### src/rtl/sar_search_ctrl_pkg.sv
// sar_search_ctrl_pkg: shared state encoding and width helper for the SAR search controller.
package sar_search_ctrl_pkg;
    typedef enum logic [1:0] {IDLE, SEARCH, DONE} state_t;

    function automatic int iter_w(input int n);
        return $clog2(n) + 1;
    endfunction
endpackage

### src/rtl/sar_search_ctrl.sv
// sar_search_ctrl: MSB-first successive-approximation search driving a magnitude comparator.
module sar_search_ctrl import sar_search_ctrl_pkg::*; #(
    parameter  int N      = 4,
    localparam int ITER_W = iter_w(N)
) (
    input  logic              clk,
    input  logic              rst_n,
    input  logic              start,
    input  logic              cmp_lesser,
    input  logic              cmp_greater,
    input  logic              cmp_equal,
    output logic [N-1:0]      guess,
    output logic              busy,
    output logic              done,
    output logic [N-1:0]      result,
    output logic              hit,
    output logic [ITER_W-1:0] iters,
    output logic              err
);
    localparam int IDX_W = $clog2(N);

    state_t              r_state;
    logic [IDX_W-1:0]    r_idx;
    logic [N-1:0]        r_guess, r_result;
    logic [ITER_W-1:0]   r_iters;
    logic                r_busy, r_done, r_hit, r_err;
    logic                w_flags_ok;
    logic [N-1:0]        w_upd, w_step;

    assign w_flags_ok = $onehot({cmp_lesser, cmp_greater, cmp_equal});
    assign w_upd      = cmp_lesser ? r_guess & ~(N'(1) << r_idx) : r_guess;
    // shifting the current bit mask right sets the next trial bit; it vanishes at idx 0
    assign w_step     = w_upd | (N'(1) << r_idx) >> 1;

    always_ff @(posedge clk or negedge rst_n) begin
        if (!rst_n) begin
            r_state  <= IDLE;
            r_idx    <= '0;
            r_guess  <= '0;
            r_result <= '0;
            r_iters  <= '0;
            r_busy   <= 1'b0;
            r_done   <= 1'b0;
            r_hit    <= 1'b0;
            r_err    <= 1'b0;
        end else begin
            case (r_state)
                IDLE: begin
                    r_done <= 1'b0;
                    if (start) begin
                        r_state  <= SEARCH;
                        r_guess  <= N'(1) << (N - 1);
                        r_idx    <= IDX_W'(N - 1);
                        r_iters  <= '0;
                        r_busy   <= 1'b1;
                        r_result <= '0;
                        r_hit    <= 1'b0;
                        r_err    <= 1'b0;
                    end
                end
                SEARCH: begin
                    r_iters <= r_iters + ITER_W'(1);
                    if (!w_flags_ok || cmp_equal || r_idx == '0) begin
                        r_state  <= DONE;
                        r_busy   <= 1'b0;
                        r_done   <= 1'b1;
                        r_err    <= !w_flags_ok;
                        r_hit    <= w_flags_ok && cmp_equal;
                        r_result <= (w_flags_ok && !cmp_equal) ? w_upd : r_guess;
                        r_guess  <= (w_flags_ok && !cmp_equal) ? w_upd : r_guess;
                    end else begin
                        r_guess <= w_step;
                        r_idx   <= r_idx - IDX_W'(1);
                    end
                end
                DONE: begin
                    r_done  <= 1'b0;
                    r_state <= IDLE;
                end
                default: r_state <= IDLE;
            endcase
        end
    end

    assign guess  = r_guess;
    assign busy   = r_busy;
    assign done   = r_done;
    assign result = r_result;
    assign hit    = r_hit;
    assign iters  = r_iters;
    assign err    = r_err;
endmodule

### config.mk
export PLATFORM = sky130hd
export DESIGN_NAME = sar_search_ctrl
export DESIGN_NICKNAME = d
export VERILOG_FILES = /design/src/rtl/sar_search_ctrl_pkg.sv /design/src/rtl/sar_search_ctrl.sv
export SDC_FILE = /design/constraint.sdc
export NUM_CORES = 1
export LEC_CHECK = 0
export ABC_AREA = 1
export BUFFER_PORTS_ARGS = -buffer_cell sky130_fd_sc_hd__clkbuf_2
export CAP_MARGIN = 20
export CORE_ASPECT_RATIO = 0.9
export CORE_UTILIZATION = 56
export DETAILED_ROUTE_END_ITERATION = 8
export PLACE_DENSITY = 0.82
export SLEW_MARGIN = 15
export SYNTH_ARGS = -nofsm -noshare
export SYNTH_HDL_FRONTEND = slang
export SYNTH_SLANG_ARGS = --single-unit
### constraint.sdc
create_clock -name clk -period 2.3 [get_ports clk]
set_clock_uncertainty 0.2 [all_clocks]
set_input_delay 0.23 -clock clk [delete_from_list [all_inputs] [get_ports clk]]
set_output_delay 0.23 -clock clk [all_outputs]
set_load 0.01 [all_outputs]
### After elaboration in Yosys (flattened, before gate mapping)

Index checks and enable logic that the tools add are counted.

| word-level totals | value |
|---|---|
| register bits | 19 |
| input bits | 6 |
| output and inout port bits | 15 |
| word-level logic and storage cells | 65 |

| cells by class | value |
|---|---|
| add/sub/neg operators | 4 |
| equal/unequal tests | 6 |
| shift operators | 1 |
| mux-type cells | 26 |
| bitwise operators | 3 |
| reduce and logical (&&, ||, !) cells | 16 |

Operators by type and width:

| kind | count |
|---|---|
| 2-to-1 mux 4 bit | 6 |
| one-hot mux 4 bit (2 select lines) | 2 |
| 2-to-1 mux 2 bit | 4 |
| one-hot mux 1 bit (2 select lines) | 4 |
| one-hot mux 2 bit (2 select lines) | 2 |
| 2-to-1 mux 1 bit | 6 |
| inequality test 2 bit, second input constant | 3 |
| one-hot mux 3 bit (2 select lines) | 1 |
| AND reduction 2 bit | 3 |
| AND reduction 3 bit | 2 |
| AND 4 bit | 1 |
| equality test 2 x 1 -> 1 bit, second input constant | 2 |
| zero test 2 bit | 2 |
| inverter 4 bit | 1 |
| OR 4 x 3 -> 4 bit | 1 |
| nonzero test 2 bit | 2 |
| << shifter 1 x 2 -> 4 bit, first input constant | 1 |
| adder 3 x 1 -> 3 bit, second input constant | 1 |
| 2-to-1 mux 3 bit | 1 |
| adder 1 x 1 -> 2 bit | 1 |
| adder 2 x 1 -> 2 bit | 1 |
| equality test 2 bit, second input constant | 1 |
| logical AND 1 bit | 2 |
| zero test 1 bit | 2 |
| other kinds (3) | 4 |

### Logic depth before layout (Yosys ltp)

Gate-level depths: netlist of run 1.

| depth | value |
|---|---|
| depth after elaboration | 8 |
| depth in mapped cells | 9 |
| mapped depth without buffers | 9 |

### Worst setup path before layout of run 1

No wires, ideal clock.

| timing | value |
|---|---|
| kind | input-to-reg |
| start | input cmp_lesser |
| end | register r_result[3], in the netlist result[3] |
| library setup time | 65 ps |
| arrival | 1313 ps |
| data required time | 2035 ps |
| path slack | 722 ps |
| stages | 9 |
| path buffers | 0 |
| cells stage by stage | inv_1 fa_1 inv_2 nand2_1 nor2_1 nand3_2 nand2_2 nand2_1 nand2_1 |

| on the way | value |
|---|---|
| longest elaborated chain between the ends | 7 |
| elaborated cells on any way between the ends | 12 |
| those cells by class | add/sub: 1; eq/ne: 2; mux: 4; reduce/logical: 5 |

RTL lines:

| what | RTL line | text |
|---|---|---|
| start: declaration | sar_search_ctrl.sv:9 | `input logic cmp_lesser,` |
| adder 2 x 1 -> 2 bit (implied by the code) | sar_search_ctrl.sv:30 | `assign w_flags_ok = $onehot({cmp_lesser, cmp_greater, cmp_equal});` |
| equality test 2 x 1 -> 1 bit | sar_search_ctrl.sv:30 |  |
| zero test 1 bit | sar_search_ctrl.sv:63 | `if (!w_flags_ok \|\| cmp_equal \|\| r_idx == '0) begin` |
| logical OR 1 bit (2 in series) | sar_search_ctrl.sv:63 |  |
| inequality test 2 bit (no source line) | n/a |  |
| AND reduction 3 bit (no source line) | n/a |  |
| end signal: assignment | sar_search_ctrl.sv:69 | `r_result <= (w_flags_ok && !cmp_equal) ? w_upd : r_guess;` |
| end: declaration | sar_search_ctrl.sv:24 | `logic [N-1:0] r_guess, r_result;` |

Several ways; a longest one is shown, not always the timed one. The select of a mux whose other input is x is not followed.
A chain may end at the register's enable or synchronous reset.

### Final worst setup path of run 1

| timing | value |
|---|---|
| start | input cmp_equal |
| end | register r_result[2], in the netlist result[2] |

| on the way | value |
|---|---|
| longest elaborated chain between the ends | 8 |
| elaborated cells on any way between the ends | 13 |
| those cells by class | add/sub: 2; eq/ne: 2; mux: 3; reduce/logical: 6 |

RTL lines:

| what | RTL line | text |
|---|---|---|
| start: declaration | sar_search_ctrl.sv:11 | `input logic cmp_equal,` |
| adder 1 x 1 -> 2 bit (implied by the code) | sar_search_ctrl.sv:30 |  |
| adder 2 x 1 -> 2 bit (implied by the code) | sar_search_ctrl.sv:30 |  |
| equality test 2 x 1 -> 1 bit | sar_search_ctrl.sv:30 |  |
| zero test 1 bit | sar_search_ctrl.sv:63 |  |
| logical OR 1 bit (2 in series) | sar_search_ctrl.sv:63 |  |
| inequality test 2 bit (no source line) | n/a |  |
| AND reduction 3 bit (no source line) | n/a |  |

Several ways; a longest one is shown, not always the timed one. The select of a mux whose other input is x is not followed.

==> impl_results.html, run 1 <==
<table>
<tr><th>Metric</th><th>Value</th></tr>
<tr><th colspan="2">STA</th></tr>
<tr><td>Fin crit period</td><td>~2100 ps</td></tr>
<tr><td>Fin. Hold Viols</td><td>0</td></tr>
<tr><td>Setup repair after global routing missed its margin</td><td>no</td></tr>
<tr><td>Tcrit/Tclk final</td><td>91.8%</td></tr>
<tr><td>Slew Limit Headroom</td><td>68.6%</td></tr>
<tr><td>Maximum achievable frequency</td><td>474 MHz</td></tr>
<tr><td>Worst hold slack across all endpoints</td><td>67.6 ps</td></tr>
<tr><td>Fin. max-slew vios</td><td>0</td></tr>
<tr><td>Transition at the pin with the smallest max-transition slack</td><td>470 ps</td></tr>
<tr><td>TNS Setup</td><td>0 ps</td></tr>
<tr><td>Setup violators final</td><td>0</td></tr>
<tr><th colspan="2">Die</th></tr>
<tr><td>Starting density of the core</td><td>60.2%</td></tr>
<tr><td>Number of cell rows</td><td>14</td></tr>
<tr><td>Chip width</td><td>46.8 um</td></tr>
<tr><td>Core Region</td><td>about 1700 sq um</td></tr>
<tr><td>Area of the die</td><td>1980 sq um</td></tr>
<tr><td>I/O pin count</td><td>21</td></tr>
<tr><td>Die span in y</td><td>~42 um</td></tr>
<tr><th colspan="2">Power</th></tr>
<tr><td>Leakage power</td><td>0.676 nW</td></tr>
<tr><td>Switching power</td><td>0.559 mW</td></tr>
<tr><td>Internal power consumption</td><td>0.730 mW</td></tr>
<tr><td>Logic pwr share</td><td>43.8%</td></tr>
<tr><td>Peak supply drop</td><td>between 0.0005 and 0.0006 V</td></tr>
<tr><td>Flop pwr share</td><td>42.6%</td></tr>
<tr><td>Cell Pwr Density</td><td>roughly 1100 nW/um^2</td></tr>
<tr><td>Switching portion of total power</td><td>43.4%</td></tr>
<tr><td>Clock power frac</td><td>13.7%</td></tr>
<tr><th colspan="2">Detailed routing</th></tr>
<tr><td>Routed length per placed instance</td><td>12.2 um</td></tr>
<tr><td>Final wirelength</td><td>around 2100 um</td></tr>
<tr><td>First-iteration detailed-routing DRC count</td><td>18</td></tr>
<tr><td>DRC violation count after routing</td><td>0</td></tr>
<tr><td>Length of the first detailed-routing pass in iterations</td><td>4</td></tr>
<tr><td>Routed via count divided by cell count</td><td>5.12</td></tr>
<tr><td>Antenna Violating Nets Remaining</td><td>0</td></tr>
<tr><td>Routed via count</td><td>870</td></tr>
<tr><th colspan="2">Synthesis</th></tr>
<tr><td>Post-synthesis register bit count</td><td>19</td></tr>
<tr><td>Mapped Area</td><td>1010 sq um</td></tr>
<tr><td>Synth Warn #</td><td>0</td></tr>
<tr><td>Net count of the mapped netlist</td><td>around 130</td></tr>
<tr><td>Syn Inst Count</td><td>between 100 and 150</td></tr>
<tr><td>Sequential share of the synthesized area</td><td>between 40% and 50%</td></tr>
<tr><td>Syn avg cell area</td><td>approximately 8.4 sq um</td></tr>
<tr><td>Distinct cell type count after synthesis</td><td>20</td></tr>
<tr><th colspan="2">Critical path</th></tr>
<tr><td>Cell Chain, Critical Path</td><td>dlygate4sd3_1 -&gt; clkbuf_2 -&gt; inv_1 -&gt; fa_1 -&gt; inv_2 -&gt; nand2_1 -&gt; nor2_1 -&gt; nand3_2 -&gt; nand2_2 -&gt; nand2_1 -&gt; nand2_1</td></tr>
<tr><td>Classification of the worst setup path</td><td>in -&gt; reg</td></tr>
<tr><td>Crit-path leading delay family</td><td>buffers and inverters</td></tr>
<tr><td>CP max-delay cell</td><td>sky130_fd_sc_hd__dlygate4sd3_1</td></tr>
<tr><td>Crit path DAT</td><td>2170 ps</td></tr>
<tr><td>Bufs and invs on worst path</td><td>4</td></tr>
<tr><td>Largest fanout on the critical path</td><td>7</td></tr>
<tr><td>Delay contributed by the slowest stage of the critical path</td><td>540 ps</td></tr>
<tr><td>Crit path launch type</td><td>input pin</td></tr>
<tr><td>Worst path required time</td><td>2360 ps</td></tr>
<tr><td>Worst-case reg-to-reg path depth</td><td>7</td></tr>
<tr><td>Kind of capture point of the worst setup path</td><td>register</td></tr>
<tr><td>Cell depth of the worst setup path</td><td>11</td></tr>
<tr><td>Cell occurring most often along the worst timing path</td><td>sky130_fd_sc_hd__nand2_1</td></tr>
<tr><th colspan="2">Run</th></tr>
<tr><td>Max capacitance violation total</td><td>0</td></tr>
<tr><th colspan="2">Placed design</th></tr>
<tr><td>Number of placed instances with taps included</td><td>164</td></tr>
<tr><td>Routability Congestion</td><td>between 0.9 and 1</td></tr>
<tr><td>Placed wire-length estimate after detailed placement</td><td>1570 um</td></tr>
<tr><td>Port buffer count</td><td>20</td></tr>
<tr><th colspan="2">Global route</th></tr>
<tr><td>Global routing usage summed across all routing layers</td><td>26.3%</td></tr>
<tr><td>Antenna violations before repair</td><td>0</td></tr>
<tr><td>Largest net degree at the start of global routing</td><td>20</td></tr>
<tr><td>Leftover overflow at the end of global routing</td><td>0</td></tr>
<tr><td>Wire length of the first global-routing pass</td><td>3590 um</td></tr>
<tr><td>Number of global-route vias before repair</td><td>840</td></tr>
<tr><th colspan="2">Clocking</th></tr>
<tr><td>Clock insertion delay at the later pin of the skew report</td><td>about 310 ps</td></tr>
<tr><td>TritonCTS Sinks</td><td>19</td></tr>
<tr><td>Clk pin slew, worst setup/hold paths</td><td>110 ps</td></tr>
<tr><td>CTS H-tree depth</td><td>1</td></tr>
<tr><td>Root cell of the clock tree</td><td>sky130_fd_sc_hd__clkbuf_4</td></tr>
<tr><td>Buffer levels on the longest clock path</td><td>2</td></tr>
<tr><td>Quantity of gates resized following cts</td><td>0</td></tr>
<tr><td>TritonCTS clock tree</td><td>built</td></tr>
<tr><td>Number of buffers inserted during clock tree synthesis</td><td>3</td></tr>
<tr><th colspan="2">Cells and area</th></tr>
<tr><td>Antenna diodes</td><td>0</td></tr>
<tr><td>Area growth from synthesis to final layout</td><td>16.4%</td></tr>
<tr><td>Number of non-filler instances in the completed layout</td><td>170</td></tr>
<tr><td>Final #Nets</td><td>159</td></tr>
<tr><td>Fraction of final layout cells sized beyond drive strength 1</td><td>26.0%</td></tr>
<tr><td>Number of filler instances in the final layout</td><td>142</td></tr>
<tr><th colspan="2">Min path</th></tr>
<tr><td>Worst hold path type</td><td>in -&gt; reg</td></tr>
<tr><td>Number of cells on the worst hold path</td><td>3</td></tr>
<tr><th colspan="2">Outcome</th></tr>
<tr><td>Status</td><td>completed</td></tr>
</table>
[cells in the mapped netlist (all sizes together)]
cell type / instances / area, sq um
ha: 5 / 62.6
o21ai: 1 / 5.00
fa: 1 / 20.0
buf: 1 / 11.3
nand3: 11 / 65.1
inv: 15 / 56.3
o211ai: 1 / 7.51
nand4: 1 / 6.26
dfrtp: 19 / 475
nor2: 12 / 70.1
nand2: 50 / 208
o21a: 1 / 7.51
a21oi: 2 / 10.0
a21o: 1 / 7.51
[repair_timing]
action | in CTS | in global routing
endpoints found under the hold margin | 20 | 0
buffers inserted | 0 | 0
setup endpoints to repair | 0 | 0
hold buffers | 2 | 0
[logic make-up (layout without fill, tap and decap cells)]
kind of cell | after synthesis | after routing | synth area share, %
compound gates | 6 | 6 | 3.71
buf+inv | 16 | 41 | 6.67
fa+ha+maj | 6 | 6 | 8.16
flops | 19 | 19 | 47.0
simple gates | 74 | 74 | 34.5
[cell usage in the layout, fill, tap and decap left out, drive strengths merged]
cell and instances:
nand3 11, o211ai 1, dfrtp 19, a21oi 2
a21o 1, o21ai 1, nor2 12, o21a 1
dlygate4sd3 2, fa 1, nand4 1, clkbuf 23
nand2 50, ha 5, clkinv 1, inv 15
[layer usage]
metal,GRT usage [%],part of all wire (%)
met5,0,0
met4,16.0,2.2
met3,3.88,3.6
met2,43.1,52
met1,31.2,42
[final timing paths]
check / startpoint / end / slack [ps]
max in group asynchronous: rst_n / r_idx[0] / 1390
worst max register to register: r_idx[0] / result[2] / 710
worst min-delay path: start / busy / 70
worst max-delay path: cmp_equal / result[2] / 190
min in group asynchronous: rst_n / r_state[1] / 190
worst min register to register: err / err / 280
[worst reg2reg max path: stages, from the launching register on]
cell	delay, ps
sky130_fd_sc_hd__dfrtp_1	430
sky130_fd_sc_hd__inv_1	80
sky130_fd_sc_hd__ha_1	260
sky130_fd_sc_hd__inv_1	90
sky130_fd_sc_hd__nand3_2	150
sky130_fd_sc_hd__nand2_2	180
sky130_fd_sc_hd__nand2_1	80
sky130_fd_sc_hd__nand2_1	60
[power by group through the flow]
| stage | clock (mW) | combinational, mW | sequential [mW] |
|---|---|---|---|
| 2_1_floorplan | 0 | 0.355 | 0.584 |
| 3_3_place_gp | 0 | 0.544 | 0.549 |
| 3_5_place_dp | 0 | 0.567 | 0.556 |
| 4_1_cts | 0.180 | 0.572 | 0.549 |
| 5_1_grt | 0.191 | 0.653 | 0.565 |
| 6_report | 0.176 | 0.564 | 0.548 |
[metrics by stage]
step / util (%) / power, mW / setup WS (ps) / cell area [sq um]
final: 70.1 / 1.29 / 189 / 1180
after global routing: 70.1 / 1.41 / 11.2 / 1180
after CTS: 70.1 / 1.30 / 182 / 1180
after detailed placement: 67.3 / 1.12 / 349 / 1130
after global placement: 67.3 / 1.09 / 427 / 1130
after floorplan: - / 0.939 / 722 / 1010
[area by class of cell]
class                   count  area (sq um)  share of cell area [%]
clock buffers               3          22.5                    1.91
inverters                  15          56.3                    4.78
multi-input cells          86           469                    39.8
flip-flops and latches     19           475                    40.3
repair buffers             22           120                    10.2
well taps                  24          30.0                    2.55
clock inverters             1          5.00                   0.425
[state kept, by name (all words and copies together) (netlist names), 2 cells and up]
name and count:
result 4, iters 3, r_idx 2, guess 4, r_state 2
Note: power is estimated with default switching activity, not from simulation.
==> run 2: changes to the inputs <==
PLACE_DENSITY = 0.81   (was 0.82)
==> impl_results.html, run 2 (synthesis gave the netlist of run 1 again) <==
<table>
<tr><th>Metric</th><th>Value</th></tr>
<tr><th colspan="2">Outcome</th></tr>
<tr><td>Status</td><td>completed</td></tr>
<tr><th colspan="2">STA</th></tr>
<tr><td>Fin. Hold Viols</td><td>0</td></tr>
<tr><td>Worst hold slack across all endpoints</td><td>approximately 17 ps</td></tr>
<tr><td>Post-route setup slack</td><td>697 ps</td></tr>
<tr><td>Setup repair after global routing missed its margin</td><td>no</td></tr>
<tr><td>Fin. max-slew vios</td><td>0</td></tr>
<tr><td>Setup violators final</td><td>0</td></tr>
<tr><td>Fin crit period</td><td>1600 ps</td></tr>
<tr><td>Tcrit/Tclk final</td><td>69.7%</td></tr>
<tr><td>Slew Limit Headroom</td><td>69.7%</td></tr>
<tr><td>TNS Setup</td><td>0 ps</td></tr>
<tr><td>Maximum achievable frequency</td><td>624 MHz</td></tr>
<tr><td>Transition at the pin with the smallest max-transition slack</td><td>455 ps</td></tr>
<tr><th colspan="2">Global route</th></tr>
<tr><td>Wire length of the first global-routing pass</td><td>around 3400 um</td></tr>
<tr><td>Antenna violations before repair</td><td>0</td></tr>
<tr><td>Global routing usage summed across all routing layers</td><td>23.6%</td></tr>
<tr><td>Leftover overflow at the end of global routing</td><td>0</td></tr>
<tr><td>Met1 Use GR</td><td>between 30% and 40%</td></tr>
<tr><td>Global Route met2 Usage</td><td>35.6%</td></tr>
<tr><td>Layer with the highest usage after global routing</td><td>met2</td></tr>
<tr><td>Number of global-route vias before repair</td><td>823</td></tr>
<tr><td>Met3 global-route usage</td><td>5.17%</td></tr>
<tr><td>Largest net degree at the start of global routing</td><td>20</td></tr>
<tr><th colspan="2">Critical path</th></tr>
<tr><td>Cell occurring most often along the worst timing path</td><td>sky130_fd_sc_hd__nand2_1</td></tr>
<tr><td>Crit path DAT</td><td>1630 ps</td></tr>
<tr><td>Start point of the critical path</td><td>cmp_lesser</td></tr>
<tr><td>Worst path required time</td><td>2330 ps</td></tr>
<tr><td>Delay contributed by the slowest stage of the critical path</td><td>between 400 and 500 ps</td></tr>
<tr><td>Largest fanout on the critical path</td><td>7</td></tr>
<tr><td>Kind of capture point of the worst setup path</td><td>register</td></tr>
<tr><td>Classification of the worst setup path</td><td>in -&gt; reg</td></tr>
<tr><td>Crit path launch type</td><td>input pin</td></tr>
<tr><td>Cell Chain, Critical Path</td><td>clkbuf_2 -&gt; inv_1 -&gt; fa_1 -&gt; inv_2 -&gt; nand2_1 -&gt; nor2_1 -&gt; nand3_2 -&gt; nand2_2 -&gt; nand2_1 -&gt; nand2_1</td></tr>
<tr><td>Reg-to-reg critical path startpoint</td><td>r_idx[0]</td></tr>
<tr><td>CP max-delay cell</td><td>sky130_fd_sc_hd__fa_1</td></tr>
<tr><td>Register-to-register setup slack</td><td>between 600 and 700 ps</td></tr>
<tr><th colspan="2">Detailed routing</th></tr>
<tr><td>Routed via count divided by cell count</td><td>around 5.1</td></tr>
<tr><td>DRC violation count after routing</td><td>0</td></tr>
<tr><td>Antenna Violating Nets Remaining</td><td>0</td></tr>
<tr><td>Length of the first detailed-routing pass in iterations</td><td>4</td></tr>
<tr><td>Final wirelength</td><td>just under 2000 um</td></tr>
<tr><td>Routed length per placed instance</td><td>11.7 um</td></tr>
<tr><td>First-iteration detailed-routing DRC count</td><td>16</td></tr>
<tr><td>Routed via count</td><td>858</td></tr>
<tr><th colspan="2">Power</th></tr>
<tr><td>Cell Pwr Density</td><td>1090 nW/um^2</td></tr>
<tr><td>Clock power frac</td><td>12.6%</td></tr>
<tr><td>Peak supply drop</td><td>0.000616 V</td></tr>
<tr><td>Switching portion of total power</td><td>42.6%</td></tr>
<tr><td>Leakage power</td><td>0.669 nW</td></tr>
<tr><td>Logic pwr share</td><td>44.0%</td></tr>
<tr><td>Switching power</td><td>0.541 mW</td></tr>
<tr><td>Flop pwr share</td><td>43.3%</td></tr>
<tr><td>PnR Total Power</td><td>roughly 1.3 mW</td></tr>
<tr><td>Internal power consumption</td><td>0.730 mW</td></tr>
<tr><th colspan="2">Cells and area</th></tr>
<tr><td>Antenna diodes</td><td>0</td></tr>
<tr><td>Final #Nets</td><td>158</td></tr>
<tr><td>Final Instance Area</td><td>1170 sq um</td></tr>
<tr><td>Area growth from synthesis to final layout</td><td>15.3%</td></tr>
<tr><td>Most common cell after layout, fill and taps aside</td><td>sky130_fd_sc_hd__nand2_1</td></tr>
<tr><td>Fraction of final layout cells sized beyond drive strength 1</td><td>25.5%</td></tr>
<tr><td>Number of filler instances in the final layout</td><td>between 100 and 150</td></tr>
<tr><td>Number of non-filler instances in the completed layout</td><td>169</td></tr>
<tr><td>Share of the core filled with cells</td><td>a little over two thirds</td></tr>
<tr><td>Most frequent cells in the layout</td><td>46 x sky130_fd_sc_hd__nand2_1, 20 x sky130_fd_sc_hd__clkbuf_2, 19 x sky130_fd_sc_hd__dfrtp_1</td></tr>
<tr><th colspan="2">Clocking</th></tr>
<tr><td>CTS H-tree depth</td><td>1</td></tr>
<tr><td>TritonCTS Sinks</td><td>19</td></tr>
<tr><td>Root cell of the clock tree</td><td>sky130_fd_sc_hd__clkbuf_4</td></tr>
<tr><td>Number of buffers inserted during clock tree synthesis</td><td>3</td></tr>
<tr><td>TritonCTS clock tree</td><td>built</td></tr>
<tr><td>Clock insertion delay at the later pin of the skew report</td><td>290 ps</td></tr>
<tr><td>Buffer levels on the longest clock path</td><td>2</td></tr>
<tr><td>Clk pin slew, worst setup/hold paths</td><td>100 ps</td></tr>
<tr><th colspan="2">Die</th></tr>
<tr><td>Starting density of the core</td><td>approximately three fifths</td></tr>
<tr><td>Chip width</td><td>between 40 and 50 um</td></tr>
<tr><td>Die span in y</td><td>between 40 and 50 um</td></tr>
<tr><td>Area of the die</td><td>1980 sq um</td></tr>
<tr><td>Number of cell rows</td><td>14</td></tr>
<tr><td>Core Region</td><td>between 1500 and 2000 sq um</td></tr>
<tr><td>I/O pin count</td><td>21</td></tr>
<tr><th colspan="2">Placed design</th></tr>
<tr><td>Worst slack at placement</td><td>a little under 400 ps</td></tr>
<tr><td>Routability Congestion</td><td>0.825</td></tr>
<tr><td>Port buffer count</td><td>20</td></tr>
<tr><td>Instance area after placement</td><td>1130 sq um</td></tr>
<tr><td>Placed wire-length estimate after detailed placement</td><td>approximately 1600 um</td></tr>
<tr><td>Number of placed instances with taps included</td><td>164</td></tr>
<tr><th colspan="2">Run</th></tr>
<tr><td>Max capacitance violation total</td><td>0</td></tr>
<tr><th colspan="2">Min path</th></tr>
<tr><td>Hold path startpoint</td><td>cmp_equal</td></tr>
<tr><td>Worst hold path type</td><td>in -&gt; reg</td></tr>
</table>
## run 2: final cells by class
type	count	area [sq um]	area share, %
sequential	19	475	40.7
multi-input combinational	86	469	40.2
timing repair buffer	21	110	9.43
inverter	15	56.3	4.82
tap	24	30.0	2.57
clock buffer	4	26.3	2.25
## run 2: repair_timing
| item | CTS | global route |
|---|---|---|
| setup endpoints to repair | 0 | 0 |
| setup buffers | 0 | 0 |
| hold buffers | 1 | 0 |
| endpoints found under the hold margin | 19 | 0 |
| resized for setup | 0 | 0 |
## run 2: path summary, 6_finish.rpt
| kind | endpoint | cells after the start |
|---|---|---|
| worst max-delay path | err | 10 |
| max in group asynchronous | done | 2 |
| worst min-delay path | hit | 3 |
| worst max register to register | err | 7 |
| worst min register to register | hit | 2 |
| min in group asynchronous | iters[2] | 2 |
## run 2: worst max-delay path: cells and delay by family
| kind | cells | cell delay (ps) |
|---|---|---|
| adders and majority gates | 1 | 480 |
| buffers and inverters | 3 | 280 |
| and+or+nand+nor | 6 | 650 |
## run 2: metal layers
layer	share of wire, %	wire (um)	vias up
li1	-	-	424
met4	1.2	24	0
met1	44	870	401
met5	0	0	-
met3	5.4	106	4
met2	49	974	29
## run 2: power by group through the flow
stage	combinational (mW)	clock [mW]	sequential (mW)
6_report	0.560	0.160	0.551
5_1_grt	0.641	0.178	0.570
4_1_cts	0.566	0.166	0.553
3_5_place_dp	0.563	0	0.558
3_3_place_gp	0.545	0	0.550
2_1_floorplan	0.355	0	0.584
